[config.mk]
export PLATFORM = sky130hd
export DESIGN_NAME = pipeline_hazard_ctrl
export DESIGN_NICKNAME = d
export VERILOG_FILES = /design/src/rtl/pipeline_hazard_ctrl.sv
export SDC_FILE = /design/constraint.sdc
export NUM_CORES = 1
export LEC_CHECK = 0
export BUFFER_PORTS_ARGS = -buffer_cell sky130_fd_sc_hd__buf_2
export CAP_MARGIN = 20
export CORE_ASPECT_RATIO = 1.4
export CORE_UTILIZATION = 55
export DETAILED_ROUTE_END_ITERATION = 8
export PLACE_DENSITY_LB_ADDON = 0.05
export SLEW_MARGIN = 20
export SYNTH_ARGS = -nofsm -noshare
export SYNTH_HDL_FRONTEND = slang
export SYNTH_SLANG_ARGS = --single-unit
[constraint.sdc]
create_clock -name clk -period 5.7 [get_ports clk]
set_input_delay 0 -clock clk [delete_from_list [all_inputs] [get_ports clk]]
set_output_delay 0 -clock clk [all_outputs]
set_load 0.01 [all_outputs]
[src/rtl/pipeline_hazard_ctrl.sv]
`default_nettype none
// ============================================================================
//  Module      : pipeline_hazard_ctrl
//  Description : Central stall/flush sequencer for a 5-stage pipeline
//                (IF/ID/EX/MEM/WB). Resolves load-use hazards, taken-branch
//                squash, I-mem and D-mem wait states, watches D-mem waits
//                with a timeout, and keeps saturating perf counters.
//  Revision    : 1.0 - initial release
// ----------------------------------------------------------------------------
//  Ports
//   clk              in   rising-edge clock
//   rst_n            in   asynchronous reset, active-low
//   i_idex_memread   in   instruction in EX is a load
//   i_idex_rd        in   destination register of instruction in EX
//   i_ifid_rs1/rs2   in   source registers of instruction in ID
//   i_use_rs1/rs2    in   ID instruction actually reads rs1/rs2
//   i_branch_taken   in   EX resolved a taken branch/jump
//   i_imem_ready     in   instruction fetch data valid this cycle
//   i_dmem_req       in   MEM-stage load/store active
//   i_dmem_ready     in   data memory completes access this cycle
//   i_perf_clr       in   synchronous clear of perf counters
//   o_pc_write       out  PC load enable
//   o_ifid_write     out  IF/ID load enable
//   o_ifid_flush     out  IF/ID loads NOP
//   o_idex_write     out  ID/EX load enable
//   o_idex_flush     out  ID/EX loads bubble
//   o_exmem_write    out  EX/MEM load enable
//   o_memwb_bubble   out  MEM/WB loads RegWrite=0, MemtoReg=0
//   o_mem_err        out  sticky D-mem timeout flag
//   o_stall_cycles   out  cycles with PC write disabled (saturating)
//   o_flush_count    out  taken-branch flushes (saturating)
// ============================================================================
module pipeline_hazard_ctrl #(
   parameter int TIMEOUT = 255,
   parameter int TO_W    = 8,
   parameter int CNT_W   = 16
) (
   input  logic             clk,
   input  logic             rst_n,
   input  logic             i_idex_memread,
   input  logic [4:0]       i_idex_rd,
   input  logic [4:0]       i_ifid_rs1,
   input  logic [4:0]       i_ifid_rs2,
   input  logic             i_use_rs1,
   input  logic             i_use_rs2,
   input  logic             i_branch_taken,
   input  logic             i_imem_ready,
   input  logic             i_dmem_req,
   input  logic             i_dmem_ready,
   input  logic             i_perf_clr,
   output logic             o_pc_write,
   output logic             o_ifid_write,
   output logic             o_ifid_flush,
   output logic             o_idex_write,
   output logic             o_idex_flush,
   output logic             o_exmem_write,
   output logic             o_memwb_bubble,
   output logic             o_mem_err,
   output logic [CNT_W-1:0] o_stall_cycles,
   output logic [CNT_W-1:0] o_flush_count
);

   localparam logic [TO_W-1:0]  c_TIMEOUT  = TO_W'(TIMEOUT);
   localparam logic [TO_W-1:0]  c_WAIT_ONE = TO_W'(1);
   localparam logic [CNT_W-1:0] c_CNT_ONE  = CNT_W'(1);

   typedef enum logic [1:0] {
      S_RUN   = 2'd0,
      S_DWAIT = 2'd1,
      S_ERR   = 2'd2
   } state_t;

   state_t            r_state;
   state_t            w_state_nxt;
   logic [TO_W-1:0]   r_wait_cnt;
   logic [TO_W-1:0]   w_wait_nxt;
   logic              r_mem_err;
   logic              w_err_set;
   logic              w_freeze;
   logic              w_load_use;
   logic              w_branch_flush;
   logic [CNT_W-1:0]  r_stall_cycles;
   logic [CNT_W-1:0]  r_flush_count;

   // x0 is hard-wired zero, so a load targeting it never creates a hazard.
   assign w_load_use = i_idex_memread && (i_idex_rd != 5'd0) &&
                       ((i_use_rs1 && (i_idex_rd == i_ifid_rs1)) ||
                        (i_use_rs2 && (i_idex_rd == i_ifid_rs2)));

   // ------------------------------------------------------------------------
   // Next-state and output decode
   // ------------------------------------------------------------------------
   always_comb begin
      w_state_nxt    = r_state;
      w_wait_nxt     = r_wait_cnt;
      w_err_set      = 1'b0;
      w_freeze       = 1'b0;
      w_branch_flush = 1'b0;
      o_pc_write     = 1'b1;
      o_ifid_write   = 1'b1;
      o_ifid_flush   = 1'b0;
      o_idex_write   = 1'b1;
      o_idex_flush   = 1'b0;
      o_exmem_write  = 1'b1;
      o_memwb_bubble = 1'b0;

      case (r_state)
         S_RUN: begin
            if (i_dmem_req && !i_dmem_ready) begin
               w_freeze    = 1'b1;
               w_state_nxt = S_DWAIT;
               w_wait_nxt  = c_WAIT_ONE;
            end
         end
         S_DWAIT: begin
            if (!i_dmem_ready) begin
               w_freeze = 1'b1;
               if (r_wait_cnt == c_TIMEOUT) begin
                  w_state_nxt = S_ERR;
                  w_err_set   = 1'b1;
               end else begin
                  w_wait_nxt = r_wait_cnt + c_WAIT_ONE;
               end
            end else begin
               // Access completes: pipeline advances in this same cycle.
               w_state_nxt = S_RUN;
               w_wait_nxt  = '0;
            end
         end
         S_ERR: begin
            w_freeze = 1'b1;
         end
         default: begin
            w_state_nxt = S_RUN;
            w_wait_nxt  = '0;
         end
      endcase

      if (w_freeze) begin
         // Whole pipeline holds; EX/MEM inputs stay stable, so branch and
         // load-use decisions are deferred until the freeze lifts.
         o_pc_write     = 1'b0;
         o_ifid_write   = 1'b0;
         o_idex_write   = 1'b0;
         o_exmem_write  = 1'b0;
         o_memwb_bubble = 1'b1;
      end else if (i_branch_taken) begin
         w_branch_flush = 1'b1;
         o_ifid_flush   = 1'b1;
         o_idex_flush   = 1'b1;
      end else if (w_load_use) begin
         o_pc_write   = 1'b0;
         o_ifid_write = 1'b0;
         o_idex_flush = 1'b1;
      end else if (!i_imem_ready) begin
         o_pc_write   = 1'b0;
         o_ifid_flush = 1'b1;
      end

      // Hold every stage quiet while in reset.
      if (!rst_n) begin
         w_branch_flush = 1'b0;
         o_pc_write     = 1'b0;
         o_ifid_write   = 1'b0;
         o_ifid_flush   = 1'b0;
         o_idex_write   = 1'b0;
         o_idex_flush   = 1'b0;
         o_exmem_write  = 1'b0;
         o_memwb_bubble = 1'b0;
      end
   end

   // ------------------------------------------------------------------------
   // State, wait counter and sticky error
   // ------------------------------------------------------------------------
   always_ff @(posedge clk or negedge rst_n) begin
      if (!rst_n) begin
         r_state    <= S_RUN;
         r_wait_cnt <= '0;
         r_mem_err  <= 1'b0;
      end else begin
         r_state    <= w_state_nxt;
         r_wait_cnt <= w_wait_nxt;
         if (w_err_set) begin
            r_mem_err <= 1'b1;
         end
      end
   end

   // ------------------------------------------------------------------------
   // Saturating performance counters; clear has priority over increment
   // ------------------------------------------------------------------------
   always_ff @(posedge clk or negedge rst_n) begin
      if (!rst_n) begin
         r_stall_cycles <= '0;
         r_flush_count  <= '0;
      end else if (i_perf_clr) begin
         r_stall_cycles <= '0;
         r_flush_count  <= '0;
      end else begin
         if (!o_pc_write && !(&r_stall_cycles)) begin
            r_stall_cycles <= r_stall_cycles + c_CNT_ONE;
         end
         if (w_branch_flush && !(&r_flush_count)) begin
            r_flush_count <= r_flush_count + c_CNT_ONE;
         end
      end
   end

   assign o_mem_err      = r_mem_err;
   assign o_stall_cycles = r_stall_cycles;
   assign o_flush_count  = r_flush_count;

endmodule
`default_nettype wire

==> results_dict.tcl <==
set metrics [dict create \
    status "complete, no violations" \
    worstSetupEndpointType "register" \
    path_max_fanout 14 \
    place_congestion 0.7976 \
    post_cts_buffers 0 \
    clockBufferDepth 2 \
    insertion_delay_ns 0.30 \
    max_slew_margin_pct 54.98 \
    drtAntennaViolNets 0 \
    grt_pass1_wl_microns 8135 \
    num_rows 28 \
    period_share_pct 40.15 \
    grt_pass1_vias 1902 \
    worstSetupStartpointType "register" \
    synthesis.area_sq_mm 0.002475 \
    io_pins 65 \
    viasPerCell 5.306 \
    finalInstanceArea_sq_mm 0.002938 \
    syn-instance-count 273 \
    wl_microns 4999 \
    synth-seq-cells 43 \
    firstDrtPassIters 4 \
    final_common_cell "buf_2" \
    syn-num-nets 301 \
    fin_crit_ns 2.288 \
    antenna_found_initial 0 \
    holdCritPathClass "input port to register" \
    maxCapViolCount 0 \
    fmax_mhz 437.0 \
    die_w_microns 58.70 \
    ys_seq_area_share_pct 43.48 \
    crit_path_max_incr_delay_ns 0.51 \
    worstPathRequired_ns 5.89 \
    cts_tree "yes" \
    finish.net_count 366 \
    clock_sinks 43 \
    core_area_sq_mm 0.004274 \
    mostFrequentLayoutCells "63 x buf_2, 45 x nor2_1, 43 x dfrtp_1, 23 x nand2_1, 19 x nand3_1" \
    power_density_mw_per_mm2 203.9 \
    drv_slew 0 \
    num_vias 2117 \
    grt_use_total_pct 22.18 \
    hold_violations 0 \
    dieHeight_microns 81.37 \
    path_cells "or2_4, a21oi_1, nand2_2, o21bai_2, nand2_2, nand4_1, mux2_2" \
    power.leakage_uw 0.001418 \
    clk_pin_slew_ns 0.09 \
    slowest_stage "dfrtp_1" \
    dp_hpwl_microns 3591 \
    async_reset_ff_share_pct 100.0 \
    ir_drop_v 0.0001618 \
    yosys.cell_types.count 46 \
    grt_max_degree 46 \
    drive_above_1_share_pct 26.55 \
    root_buffer "clkbuf_8" \
    grt.overflow.total 0 \
    setup_viol 0 \
    wl_per_cell_microns 12.53 \
    fp.dieArea_sq_mm 0.004776 \
    route.detailed.drc 0 \
    start_util_pct 57.90 \
    syn2layout_area_growth_pct 18.71 \
    finClkSkew_ns 0.007039 \
    synth_edf_count 0 \
    cts_max_level 2 \
    port_buffers 64 \
    tightest_slew_ns 0.6752 \
    critical_path_class "register to register" \
    synthFlopType "dfrtp_1" \
    crit_arrival_ns 2.48 \
    placed_cell_area_sq_mm 0.002833 \
    insertedDiodeCount 0 \
    drt_iter0_drc 78 \
    finalSetupTns_ns 0 \
    syn_avg_cell_area_sq_um 9.065 \
    cts_made_buffers 5 \
    rsz0062_at_grt "false" \
    critPathMostFrequentCell "nand2_2" \
    yosysWarningCount 0 \
]
critical path, delay by kind of cell, from the launching register on:
kind | cells | cell delay [ns]
flip-flops | 1 | 0.51
AO/OA/AOI/OAI | 2 | 0.50
AND/OR/NAND/NOR | 4 | 0.82
multiplexers | 1 | 0.33
cell usage after synthesis (3+ instances only):
library cell | instances | area [sq um]
a21oi_1 | 16 | 80.08
and3_1 | 5 | 31.28
clkbuf_1 | 5 | 18.77
dfrtp_1 | 43 | 1076
ha_1 | 3 | 37.54
inv_1 | 7 | 26.28
mux2_2 | 7 | 78.83
nand2_1 | 23 | 86.33
nand2b_1 | 5 | 31.28
nand3_1 | 19 | 95.09
nand4_1 | 15 | 93.84
nor2_1 | 45 | 168.9
nor2b_1 | 6 | 37.54
o21ai_0 | 6 | 30.03
xnor2_1 | 17 | 148.9
xor2_1 | 15 | 131.4
cells by family after synthesis:
family	Yosys count	share of synthesized area, %
simple gates	137	27.86
mux	9	3.994
xor+xnor	32	11.32
fa+ha+maj	3	1.517
buf+inv	14	2.579
flops	43	43.48
compound gates	35	9.253
routing by layer:
| layer | GRT usage [%] | up-vias | wire [microns] |
|---|---|---|---|
| met5 | 0 | - | 0 |
| met4 | 7.381 | 0 | 68 |
| met3 | 4.299 | 6 | 189 |
| met2 | 39.20 | 47 | 2482 |
| met1 | 26.82 | 995 | 2260 |
| li1 | - | 1069 | - |
final cells by class:
type                       count  area [sq um]
inverter                       7         26.28
tap                           60         75.07
fill                         382          1336
clock inverter                 3         23.77
timing repair buffer          65         332.8
sequential                    43          1076
multi-input combinational    216          1335
clock buffer                   5         68.82
where the power goes:
group          total [uW]  internal [uW]  switching [uW]
logic                75.2           32.0            43.2
clock network         202           87.7             114
registers             322            312            10.3
flip-flops by register name (all words and copies together) (netlist names):
name / flops
r_state: 2
r_wait_cnt: 8
o_flush_count: 16
o_mem_err: 1
o_stall_cycles: 16
what timing repair did:
action	in CTS	in global routing
gates resized for setup	0	0
hold buffers	1	0
setup endpoints to repair	0	0
hold endpoints to repair	43	0
per-stage QoR:
| stage | power (uW) | worst slack, ns | hold slack, ns | util [%] | cells |
|---|---|---|---|---|---|
| floorplan | 372.7 | 3.694 | -0.2956 | - | 273 |
| global placement | 401.3 | 3.288 | 0.2162 | 66.28 | 390 |
| detailed placement | 402.1 | 3.258 | 0.2179 | 66.28 | 390 |
| CTS | 607.2 | 3.037 | 0.01421 | 68.68 | 399 |
| global route | 627.3 | 3.165 | 0.02697 | 68.74 | 399 |
| finish | 599.2 | 3.412 | 0.02049 | 68.74 | 399 |
worst paths after layout:
check / from / to / slack (ns) / depth (start not counted)
max: r_state[0]$_DFFE_PN0P_ / o_stall_cycles[13]$_DFFE_PN0P_ / 3.41 / 7
min in group asynchronous: rst_n / o_stall_cycles[5]$_DFFE_PN0P_ / 0.23 / 2
min: i_dmem_ready / r_state[0]$_DFFE_PN0P_ / 0.02 / 4
min reg2reg: o_mem_err$_DFFE_PN0P_ / o_mem_err$_DFFE_PN0P_ / 0.47 / 1
max reg2reg: r_state[0]$_DFFE_PN0P_ / o_stall_cycles[13]$_DFFE_PN0P_ / 3.41 / 7
max in group asynchronous: rst_n / o_flush_count[0]$_DFFE_PN0P_ / 5.09 / 2
No activity file was read; power rests on OpenSTA's default activity.
